**config.mk**
```make
export PLATFORM = sky130hd
export DESIGN_NAME = pwm_duty_ramp_ctrl
export DESIGN_NICKNAME = d
export VERILOG_FILES = /design/src/rtl/pwm_duty_ramp_ctrl.sv
export SDC_FILE = /design/constraint.sdc
export NUM_CORES = 1
export LEC_CHECK = 0
export CORE_MARGIN = 10
export CORE_UTILIZATION = 32
export DETAILED_ROUTE_END_ITERATION = 10
export PLACE_DENSITY_LB_ADDON = 0.25
export SYNTH_ARGS = -nofsm -noshare
export SYNTH_HDL_FRONTEND = slang
export SYNTH_SLANG_ARGS = --single-unit
```
**constraint.sdc**
```tcl
create_clock -name clk -period 4.7 [get_ports clk]
set_clock_uncertainty 0.1 [all_clocks]
set_input_delay 0.94 -clock clk [delete_from_list [all_inputs] [get_ports clk]]
set_output_delay 0.94 -clock clk [all_outputs]
set_load 0.01 [all_outputs]
```
**src/rtl/pwm_duty_ramp_ctrl.sv**
```systemverilog
`default_nettype none
// ============================================================================
// Module      : pwm_duty_ramp_ctrl
// Description : Duty-cycle sequencer for the PWM datapath. Accepts duty
//               requests over valid/ready, ramps duty toward the target by a
//               programmable step at PWM period boundaries, and latches an
//               external fault that forces duty to zero until cleared.
// Revision    : 1.0 - initial release
// ============================================================================
module pwm_duty_ramp_ctrl #(
  parameter int R         = 8,
  parameter int STEP_BITS = 4
) (
  input  logic                 clk,
  input  logic                 reset,
  input  logic                 enable,
  input  logic                 period_end,
  input  logic                 req_valid,
  output logic                 req_ready,
  input  logic [R:0]           req_duty,
  input  logic [STEP_BITS-1:0] req_step,
  input  logic                 fault,
  input  logic                 fault_clr,
  output logic [R:0]           duty_out,
  output logic                 busy,
  output logic                 done,
  output logic                 fault_latched
);

  typedef enum logic [1:0] {
    ST_IDLE  = 2'd0,
    ST_RAMP  = 2'd1,
    ST_FAULT = 2'd2
  } state_t;

  // Largest legal duty (100 %), 2^R in R+1 bits.
  localparam logic [R:0] DUTY_MAX = {1'b1, {R{1'b0}}};

  state_t               state_q, state_d;
  logic [R:0]           duty_q, duty_d;
  logic [R:0]           target_q, target_d;
  logic [STEP_BITS-1:0] step_q, step_d;
  logic                 fault_q, fault_d;
  logic                 done_q, done_d;

  logic [R+1:0] w_duty_ext;
  logic [R+1:0] w_target_ext;
  logic [R+1:0] w_step_ext;
  logic [R+1:0] w_sum_up;
  logic [R+1:0] w_tgt_plus_step;
  logic [R:0]   w_step_short;
  logic [R:0]   w_diff_down;
  logic [R:0]   w_req_clamped;

  // Ramp arithmetic carried one bit wider so that duty+step never wraps.
  assign w_duty_ext      = {1'b0, duty_q};
  assign w_target_ext    = {1'b0, target_q};
  assign w_step_ext      = (R+2)'(step_q);
  assign w_sum_up        = w_duty_ext + w_step_ext;
  assign w_tgt_plus_step = w_target_ext + w_step_ext;
  assign w_step_short    = (R+1)'(step_q);
  // Only used when duty exceeds target+step, so it can never underflow.
  assign w_diff_down     = duty_q - w_step_short;
  assign w_req_clamped   = (req_duty > DUTY_MAX) ? DUTY_MAX : req_duty;

  assign req_ready     = (state_q == ST_IDLE) && enable && !fault_q;
  assign busy          = (state_q == ST_RAMP);
  assign duty_out      = duty_q;
  assign done          = done_q;
  assign fault_latched = fault_q;

  // State and datapath registers, cleared immediately by reset.
  always_ff @(posedge clk or posedge reset) begin
    if (reset) begin
      state_q  <= ST_IDLE;
      duty_q   <= '0;
      target_q <= '0;
      step_q   <= '0;
      fault_q  <= 1'b0;
      done_q   <= 1'b0;
    end else begin
      state_q  <= state_d;
      duty_q   <= duty_d;
      target_q <= target_d;
      step_q   <= step_d;
      fault_q  <= fault_d;
      done_q   <= done_d;
    end
  end

  // Next-state logic: fault overrides disable, which overrides normal work.
  always_comb begin
    state_d  = state_q;
    duty_d   = duty_q;
    target_d = target_q;
    step_d   = step_q;
    fault_d  = fault_q;
    done_d   = 1'b0;

    if (fault) begin
      state_d  = ST_FAULT;
      duty_d   = '0;
      target_d = '0;
      fault_d  = 1'b1;
    end else if (state_q == ST_FAULT) begin
      // The latched fault survives a disable; only an explicit clear exits.
      if (fault_clr) begin
        state_d  = ST_IDLE;
        duty_d   = '0;
        target_d = '0;
        fault_d  = 1'b0;
      end
    end else if (!enable) begin
      state_d  = ST_IDLE;
      duty_d   = '0;
      target_d = '0;
    end else begin
      case (state_q)
        ST_IDLE: begin
          // A coincident period_end is ignored so the first step lands a
          // full period after acceptance.
          if (req_valid && req_ready) begin
            target_d = w_req_clamped;
            step_d   = req_step;
            state_d  = ST_RAMP;
          end
        end
        ST_RAMP: begin
          if (period_end) begin
            if ((step_q == '0) ||
                ((target_q >= duty_q) && (w_sum_up >= w_target_ext)) ||
                ((target_q <  duty_q) && (w_duty_ext <= w_tgt_plus_step))) begin
              duty_d  = target_q;
              done_d  = 1'b1;
              state_d = ST_IDLE;
            end else if (target_q >= duty_q) begin
              duty_d = w_sum_up[R:0];
            end else begin
              duty_d = w_diff_down;
            end
          end
        end
        default: begin
          state_d = ST_IDLE;
        end
      endcase
    end
  end

endmodule
`default_nettype wire

```
==> flow_metrics.py <==
metrics = {
    "cts": {
        "cts_tree": "yes",
        "path_clk_slew_ns": 0.10,
        "ctsResizeCount": 0,
        "clockRootBuffer": "clkbuf_8",
        "cts_inserted_buffers": 3,
        "clk_path_buf_depth": 2,
        "post-cts-setup-buffers": 0,
        "worstSkewPairLatency_ns": 0.28,
        "cts.sinks": 26,
        "htreeDepth": 1,
        "ctsHoldBuffers": 0,
    },
    "sta": {
        "fmax_mhz": 240,
        "timing.hold.ws_ns": 0.454,
        "min_period_over_period": 0.888,
        "fin_setup_tns_ns": 0,
        "final_max_slew_viol_count": 0,
        "rsz0062_at_grt": "no",
        "period_minus_slack_ns": 4.17,
        "setup_viol": 0,
        "final-hold-violation-count": 0,
        "worstMarginPinSlew_ns": 1.02,
        "slew_headroom": 0.319,
    },
    "power_and_ir_drop": {
        "pwr_density_cell_mw_per_mm2": 278,
        "power_frac_comb": 0.496,
        "ir_drop_v": 0.000102,
        "switchingPower_mw": 0.341,
        "clkPwrFrac": 0.214,
        "sw_frac_of_total": 0.380,
        "pwr-share-seq": 0.290,
        "total_power_mw": 0.896,
        "intPower_mw": 0.555,
        "p_leak_nw": 1.39,
    },
    "floorplanning": {
        "dieArea_mm2": 0.0126,
        "die_y_um": 112,
        "row_count": 33,
        "die_x_um": 112,
        "io_pins": 33,
        "start_util": 0.330,
        "core_area_mm2": 0.00826,
    },
    "logic_synthesis": {
        "synth_top_area_frac": 0.239,
        "yosysTopAreaCell": "dfrtp_1",
        "synthMostInstantiatedCell": "ha_1",
        "ys.flop_type": "dfrtp_1",
        "synthTopCellsByCount": "ha_1 (43), inv_1 (34), nand2_1 (33)",
        "syn_area_mm2": 0.00273,
        "synth-edff-count": 0,
        "synth.area.top_cells": "dfrtp_1 (24%), ha_1 (20%), xnor2_1 (6.1%)",
        "postSynthCellCount": 308,
        "syn_avg_cell_area_um2": 8.85,
        "syn-num-nets": 374,
        "seq_area_frac_synth": 0.239,
        "yosys_warnings": 0,
        "synthDistinctLibCells": 56,
        "ys_seq_elements": 26,
        "async_reset_ff_frac": 1.00,
    },
    "global_routing": {
        "grt_usage": 0.113,
        "grt_pass1_vias": 2317,
        "grt_max_degree": 27,
        "grt_first_pass_wirelength_um": 11900,
        "overflow": 0,
        "antenna_found_initial": 0,
    },
    "setup_path": {
        "cp_common_cell": "ha_1",
        "critPathKind": "reg -> reg",
        "worst_setup_path_start_kind": "register",
        "path_cells": "ha_1 -> or3b_4 -> a31oi_4 -> o2111ai_1 -> xnor2_1 -> ha_1 -> a21o_1 -> a211oi_1 -> o31a_1 -> o311ai_4 -> a2bb2oi_2 -> buf_4 -> o41ai_1 -> a31o_1",
        "reg2regPathDepth": 14,
        "worstPathRequired_ns": 4.78,
        "worst_ep_arrival_time_ns": 4.25,
        "timing.rr.end": "duty_out[2]$_DFFE_PP0P_",
        "r2r-start": "duty_out[2]$_DFFE_PP0P_",
        "reg2reg_slack_ns": 0.53,
        "endpoint_kind": "register",
        "cp_max_fo": 9,
        "cp-startpoint": "duty_out[2]$_DFFE_PP0P_",
        "critical_path.max_stage_delay_ns": 0.48,
        "cp_slowest_cell": "dfrtp_1",
    },
    "cells_and_area": {
        "antenna_cells": 0,
        "final.fill_count": 838,
        "final_nets": 406,
        "finalNonFillerCells": 444,
        "post-route-util": 0.390,
        "drive_gt1_frac": 0.0708,
        "area_growth_pct": 18.2,
    },
    "placed_design": {
        "port_buffers": 32,
        "hpwl_um": 6150,
        "gp_congestion": 0.912,
        "dp.cells": 440,
    },
    "min_path": {
        "min_path_cells": 2,
        "min-delay-path-class": "reg -> reg",
        "worst_hold_path.endpoint": "target_q[7]$_DFFE_PP0P_",
        "worstHoldStart": "target_q[7]$_DFFE_PP0P_",
    },
    "status": {
        "outcome": "finished, final reports clean",
    },
    "routing": {
        "firstDrtPassIters": 4,
        "routed_wirelength_um": 7400,
        "ant_nets": 0,
        "wl_per_cell_um": 16.7,
        "vias": 2315,
        "drc": 0,
        "viasPerCell": 5.21,
        "drt_iter0_drc": 147,
    },
    "flow_run": {
        "max_cap_violations": 0,
    },
}
## registers in the layout, indices dropped and copies added, names as in the netlist
name,cells
duty_out,9
target_q,9
state_q,2
fault_latched,1
step_q,4
done,1
## power groups by stage
stage	Clock, mW	Combinational [mW]	Sequential, mW
5_1_grt	0.205	0.488	0.262
2_1_floorplan	0	0.343	0.258
3_3_place_gp	0	0.442	0.263
6_report	0.192	0.444	0.260
4_1_cts	0.192	0.445	0.260
3_5_place_dp	0	0.443	0.264
## cells in the final DEF (no fill, tap or decap), types with 8 or more instances in the layout
cell | Yosys | layout
dfrtp_1 | 26 | 26
inv_1 | 34 | 34
mux2i_1 | 8 | 8
nand2_1 | 33 | 33
a21oi_1 | 15 | 15
ha_1 | 43 | 43
o21ai_0 | 19 | 19
clkdlybuf4s50_1 | 0 | 32
nor2_1 | 12 | 12
xnor2_1 | 19 | 19
## worst max-delay path, delay by kind of cell, from the launching register on
kind            cells  cell delay, ns
xor+xnor            1            0.25
fa+ha+maj           2            0.74
buf+inv             1            0.26
simple gates        1            0.45
flops               1            0.48
compound gates      9            1.78
## final cells by class
class	count	area, um2	share of cell area
sequential	26	651	0.202
clock buffer	3	41.3	0.0128
inverter	34	128	0.0396
clock inverter	1	30.0	0.00932
multi-input combinational	240	1900	0.589
timing repair buffer	35	343	0.106
tap	105	131	0.0408
## how the worst max path moves through the flow
stage                                    endpoint  cells past startpoint
final                     duty_out[2]$_DFFE_PP0P_                     14
after global routing      duty_out[0]$_DFFE_PP0P_                     14
after CTS                 duty_out[2]$_DFFE_PP0P_                     14
after detailed placement  duty_out[2]$_DFFE_PP0P_                     14
after global placement    duty_out[2]$_DFFE_PP0P_                     14
after floorplan           duty_out[3]$_DFFE_PP0P_                     15
## cells by family after synthesis
logic type	Yosys count	share of synthesized area
AND/OR/NAND/NOR	82	0.151
multiplexers	13	0.0500
buffers and inverters	42	0.0652
flip-flops	26	0.239
AO/OA/AOI/OAI	79	0.211
XOR/XNOR	20	0.0643
adder cells (fa/ha/maj)	46	0.219
## metrics by stage
stage | worst slack (ns) | area, um2
2_1_floorplan | 0.946 | 2730
3_3_place_gp | 0.705 | 3150
3_5_place_dp | 0.587 | 3150
4_1_cts | 0.546 | 3220
5_1_grt | 0.316 | 3220
6_report | 0.527 | 3220
## per-layer routing
layer,wire length (um),up-vias,share of wire,GRT usage
met4,84,0,0.011,0.0279
met3,362,7,0.049,0.0197
li1,-,1168,-,-
met2,3380,53,0.46,0.178
met5,0,-,0,0
met1,3580,1087,0.48,0.156
Power figures use the tool's default switching activity.
==> variant 1 (config.mk and constraints unchanged) <==
Add an input register stage for `period_end` and `req_duty`, without a reset; this delays them by one clock. The other inputs are not delayed to match.
--- a/src/rtl/pwm_duty_ramp_ctrl.sv
+++ b/src/rtl/pwm_duty_ramp_ctrl.sv
@@ -37,4 +37,12 @@
   localparam logic [R:0] DUTY_MAX = {1'b1, {R{1'b0}}};
 
+  logic period_end_q;
+  logic [R:0] req_duty_q;
+
+  always_ff @(posedge clk) begin
+    period_end_q <= period_end;
+    req_duty_q   <= req_duty;
+  end
+
   state_t               state_q, state_d;
   logic [R:0]           duty_q, duty_d;
@@ -62,5 +70,5 @@
   // Only used when duty exceeds target+step, so it can never underflow.
   assign w_diff_down     = duty_q - w_step_short;
-  assign w_req_clamped   = (req_duty > DUTY_MAX) ? DUTY_MAX : req_duty;
+  assign w_req_clamped   = (req_duty_q > DUTY_MAX) ? DUTY_MAX : req_duty_q;
 
   assign req_ready     = (state_q == ST_IDLE) && enable && !fault_q;
@@ -127,5 +135,5 @@
         end
         ST_RAMP: begin
-          if (period_end) begin
+          if (period_end_q) begin
             if ((step_q == '0) ||
                 ((target_q >= duty_q) && (w_sum_up >= w_target_ext)) ||
Formal check against the unedited RTL: not equivalent (Yosys sat finds a counterexample within 4 cycles, from zero or initial values and one cycle with reset high).
==> variant 1 against the unedited design <==
Synthesized area is 8.0% higher; worst setup slack better by 0.31 ns; critical path depth unchanged; sequential cell count is 10 higher; largest cell class unchanged; design area rose by 6.2%; wire length is 0.88% lower; critical path type unchanged.
Power is not compared: it rests on default switching activity, and its combinational part moved more than twofold at a synthesized area within 25%.
==> variant 1: results (changes against the unedited design) <==
[status]
outcome = complete, no violations

[yosys]
synthesis.nets = 386  ; +3.2%
synth_cell_types = 62  ; +11%
yosys-top-cells-area = dfrtp_1 22%, ha_1 18%, dfxtp_1 6.8%
synth_async_sr_flop_share_pct = 72.2  ; -28 points
synth_commonest_cells = 43 x ha_1, 41 x nand2_1, 33 x inv_1, 26 x dfrtp_1, 19 x xnor2_1
synth.avg_cell_area_um2 = 9.20  ; +3.9%
yosysSeqAreaShare_pct = 28.9  ; +5.0 points

[setup_path]
timing.rr.start = duty_out[3]
endpoint = state_q[1]
r2r_slack_ns = 0.84  ; +0.31 ns
startpoint_type = flip-flop
cp_max_fo = 12  ; +3
cp.arrival_ns = 3.97  ; -0.28 ns
worstSetupStartpoint = duty_out[3]

[place]
dpl.hpwl_um = 5970  ; -2.9%
place_inst = 453  ; +3.0%
port_buffers = 32  ; unchanged
dp_slack_ns = 0.833  ; +0.246 ns
gp_congestion = 0.908  ; -0.47%

[timing]
hold_ws_ns = 0.338  ; -0.116 ns
max-slew-margin-rel_pct = 27.7  ; -4.2 points
fmax_mhz = 259  ; +8.2%

[detailed_routing]
wl_um = 7330  ; -0.88%
routed_via_density = 5.10  ; -2.3%
drt_pass1_iterations = 4  ; unchanged
drtIter0Drc = 94  ; -36%

[grt]
grt_pass1_vias = 2382  ; +2.8%
track_usage_pct = 11.4  ; +0.10 points
grt_pass1_wl_um = 12000  ; +1.2%

[cells_and_area]
fin_cells = 461  ; +3.8%
layout.nets = 418  ; +3.0%
drive_gt1_share_pct = 7.93  ; +0.85 points

[clock_tree]
numCtsBuffers = 5  ; +2
h-tree-depth = 2  ; +1
clkTransAtPathRegs_ns = 0.08  ; -0.02 ns

[pwr]
p_switching_uw = 212

## variant 1: cell families after synthesis
group,after synthesis,synth area share (%)
buffers and inverters,41,6.89
xor gates and xnor gates,20,5.95
muxes,2,0.723
adders and majority gates,46,20.3
DFF,36,28.9
and+or+nand+nor,96,17.6
AOI/OAI and AO/OA,79,19.6
## variant 1: metal layers
metal | routed length (µm) | global-route usage (%) | up-vias | share of wire, %
met5 | 0 | 0 | - | 0
met4 | 78 | 3.34 | 0 | 1.1
met3 | 300 | 2.38 | 6 | 4.1
met2 | 3310 | 18.1 | 49 | 45
met1 | 3640 | 15.3 | 1088 | 50
li1 | - | - | 1206 | -
## variant 1: through the flow
step / total power (µW) / area [µm²]
after floorplan: 461 / 2940
after global placement: 498 / 3330
after detailed placement: 499 / 3330
after CTS: 732 / 3420
after global routing: 772 / 3420
final: 722 / 3420
## variant 1: worst max-delay path, stage by stage (launching register included)
cell,delay (ns)
dfrtp_1,0.47
ha_1,0.41
nand2b_4,0.18
o31ai_2,0.42
and3_2,0.25
xnor2_1,0.16
ha_1,0.30
a21o_1,0.20
a211oi_2,0.20
o31ai_1,0.11
a311oi_2,0.28
o22ai_1,0.12
buf_4,0.20
and2_1,0.17
o31ai_2,0.20
## variant 1: layout make-up
cell class | count | area (µm²)
tap | 108 | 135
timing repair buffer | 33 | 328
clock inverter | 1 | 7.51
clock buffer | 7 | 86.3
multi-input combinational | 243 | 1890
inverter | 33 | 124
fill | 904 | 5430
sequential | 36 | 851
## variant 1: worst min path at each step
stage,to,cells past startpoint,startpoint
floorplan,target_q[0],2,req_duty_q[0]
global placement,target_q[3],2,req_duty_q[3]
detailed placement,target_q[3],2,req_duty_q[3]
CTS,target_q[1],2,req_duty_q[1]
global route,target_q[7],2,req_duty_q[7]
finish,target_q[1],2,req_duty_q[1]
==> variant 2 (same flow settings) <==
Made on the original files. The parameter `STEP_BITS` goes from 4 to 6.
--- a/src/rtl/pwm_duty_ramp_ctrl.sv
+++ b/src/rtl/pwm_duty_ramp_ctrl.sv
@@ -10,5 +10,5 @@
 module pwm_duty_ramp_ctrl #(
   parameter int R         = 8,
-  parameter int STEP_BITS = 4
+  parameter int STEP_BITS = 6
 ) (
   input  logic                 clk,
Interface: changed (resized req_step); port bits go from 33 to 35. The function was not compared with the original's and may differ.
==> variant 2 against the unedited design <==
Sequential cell count up 2; design area up 11%; hold slack worse by 0.030 ns; sequential share of layout area down 0.54 points; count of clock-buffer cells in the layout up 1; synthesized area up 12%; wire length up 8.0%; critical endpoint is now state_q[1]; power down 2.6%; worst setup slack better by 0.058 ns.
==> variant 2: results (changes against the unedited design) <==
[yosys]
synthXorXnorAreaFrac_pct = 5.47  ; -0.96 points
synth_compound_area_share_pct = 24.1  ; +3.0 points
synth.avg_cell_area_um2 = 8.79  ; -0.64%
synthesis.nets = 420  ; +12%
yosysSeqAreaShare_pct = 23.0  ; -0.84 points
muxShareOfSynthArea_pct = 2.67  ; -2.3 points
yosys-top-cells-area = dfrtp_1 23%, ha_1 20%, inv_1 4.2%
synth_commonest_cells = 49 x ha_1, 34 x inv_1, 34 x nand2_1, 28 x dfrtp_1, 23 x nor2_1

[pwr]
max-vdd-ir-drop_mv = 0.112  ; +9.1%
powerDensity_mw_per_mm2 = 245  ; -12%
leakagePower_uw = 0.00150  ; +8.0%

[die]
fp.coreArea_mm2 = 0.00924  ; +12%

[detailed_routing]
wl_met1_um = 3870  ; +8.2%
dr_wl_met3_um = 259  ; -28%
drtIter0Drc = 124  ; -16%
wl_per_cell_um = 15.7  ; -5.6%

[cells_and_area]
clock_area_share_pct = 1.54  ; -0.67 points
n_all_inverters = 35  ; +2.9%
multi_input_cells = 276  ; +15%

[place]
gp_congestion = 0.843  ; -7.6%
placed_area_mm2 = 0.00351  ; +11%
port_buffers = 34  ; +6.3%
dpl.hpwl_um = 6570  ; +7.0%

[grt]
grt_util_met2_pct = 19.7  ; +1.9 points
gr-usage-met1_pct = 15.1  ; -0.41 points
track_usage_pct = 11.7  ; +0.44 points

[setup_path]
endpoint = state_q[1]
cpPeakStageDelay_ns = 0.55  ; +0.07 ns
worstSetupStartpoint = duty_out[1]
cp.arrival_ns = 4.21  ; -0.04 ns

[hold_path]
hp-start = fault_latched

[status]
outcome = complete, no violations

==> variant 2: cell count changes after synthesis, sizes merged, moves of 6 or more <==
cell	unedited run	this run
nor2	12	24
nor2b	0	10
xnor2	19	12
a21oi	15	22
ha	43	49
xor2	1	7
==> variant 2: kinds of logic (layout without fill, tap and decap cells) <==
| kind of cell | count (synthesis) | after routing |
|---|---|---|
| buf+inv | 42 | 75 |
| compound gates | 96 | 96 |
| xor+xnor | 19 | 19 |
| simple gates | 101 | 101 |
| mux | 8 | 8 |
| fa+ha+maj | 52 | 52 |
| flops | 28 | 28 |
==> variant 2: where the power goes <==
group | total (µW) | leakage [µW] | internal, µW | switching, µW
clock | 167 | 0.0000288 | 75.6 | 91.0
combinational | 428 | 0.00111 | 186 | 242
sequential | 278 | 0.000361 | 255 | 23.5
==> variant 2: tightest hold or removal path: cells and delay by family, from the launching register on <==
| kind | cells | cell delay [ns] |
|---|---|---|
| flip-flops | 1 | 0.38 |
| AND/OR/NAND/NOR | 2 | 0.12 |
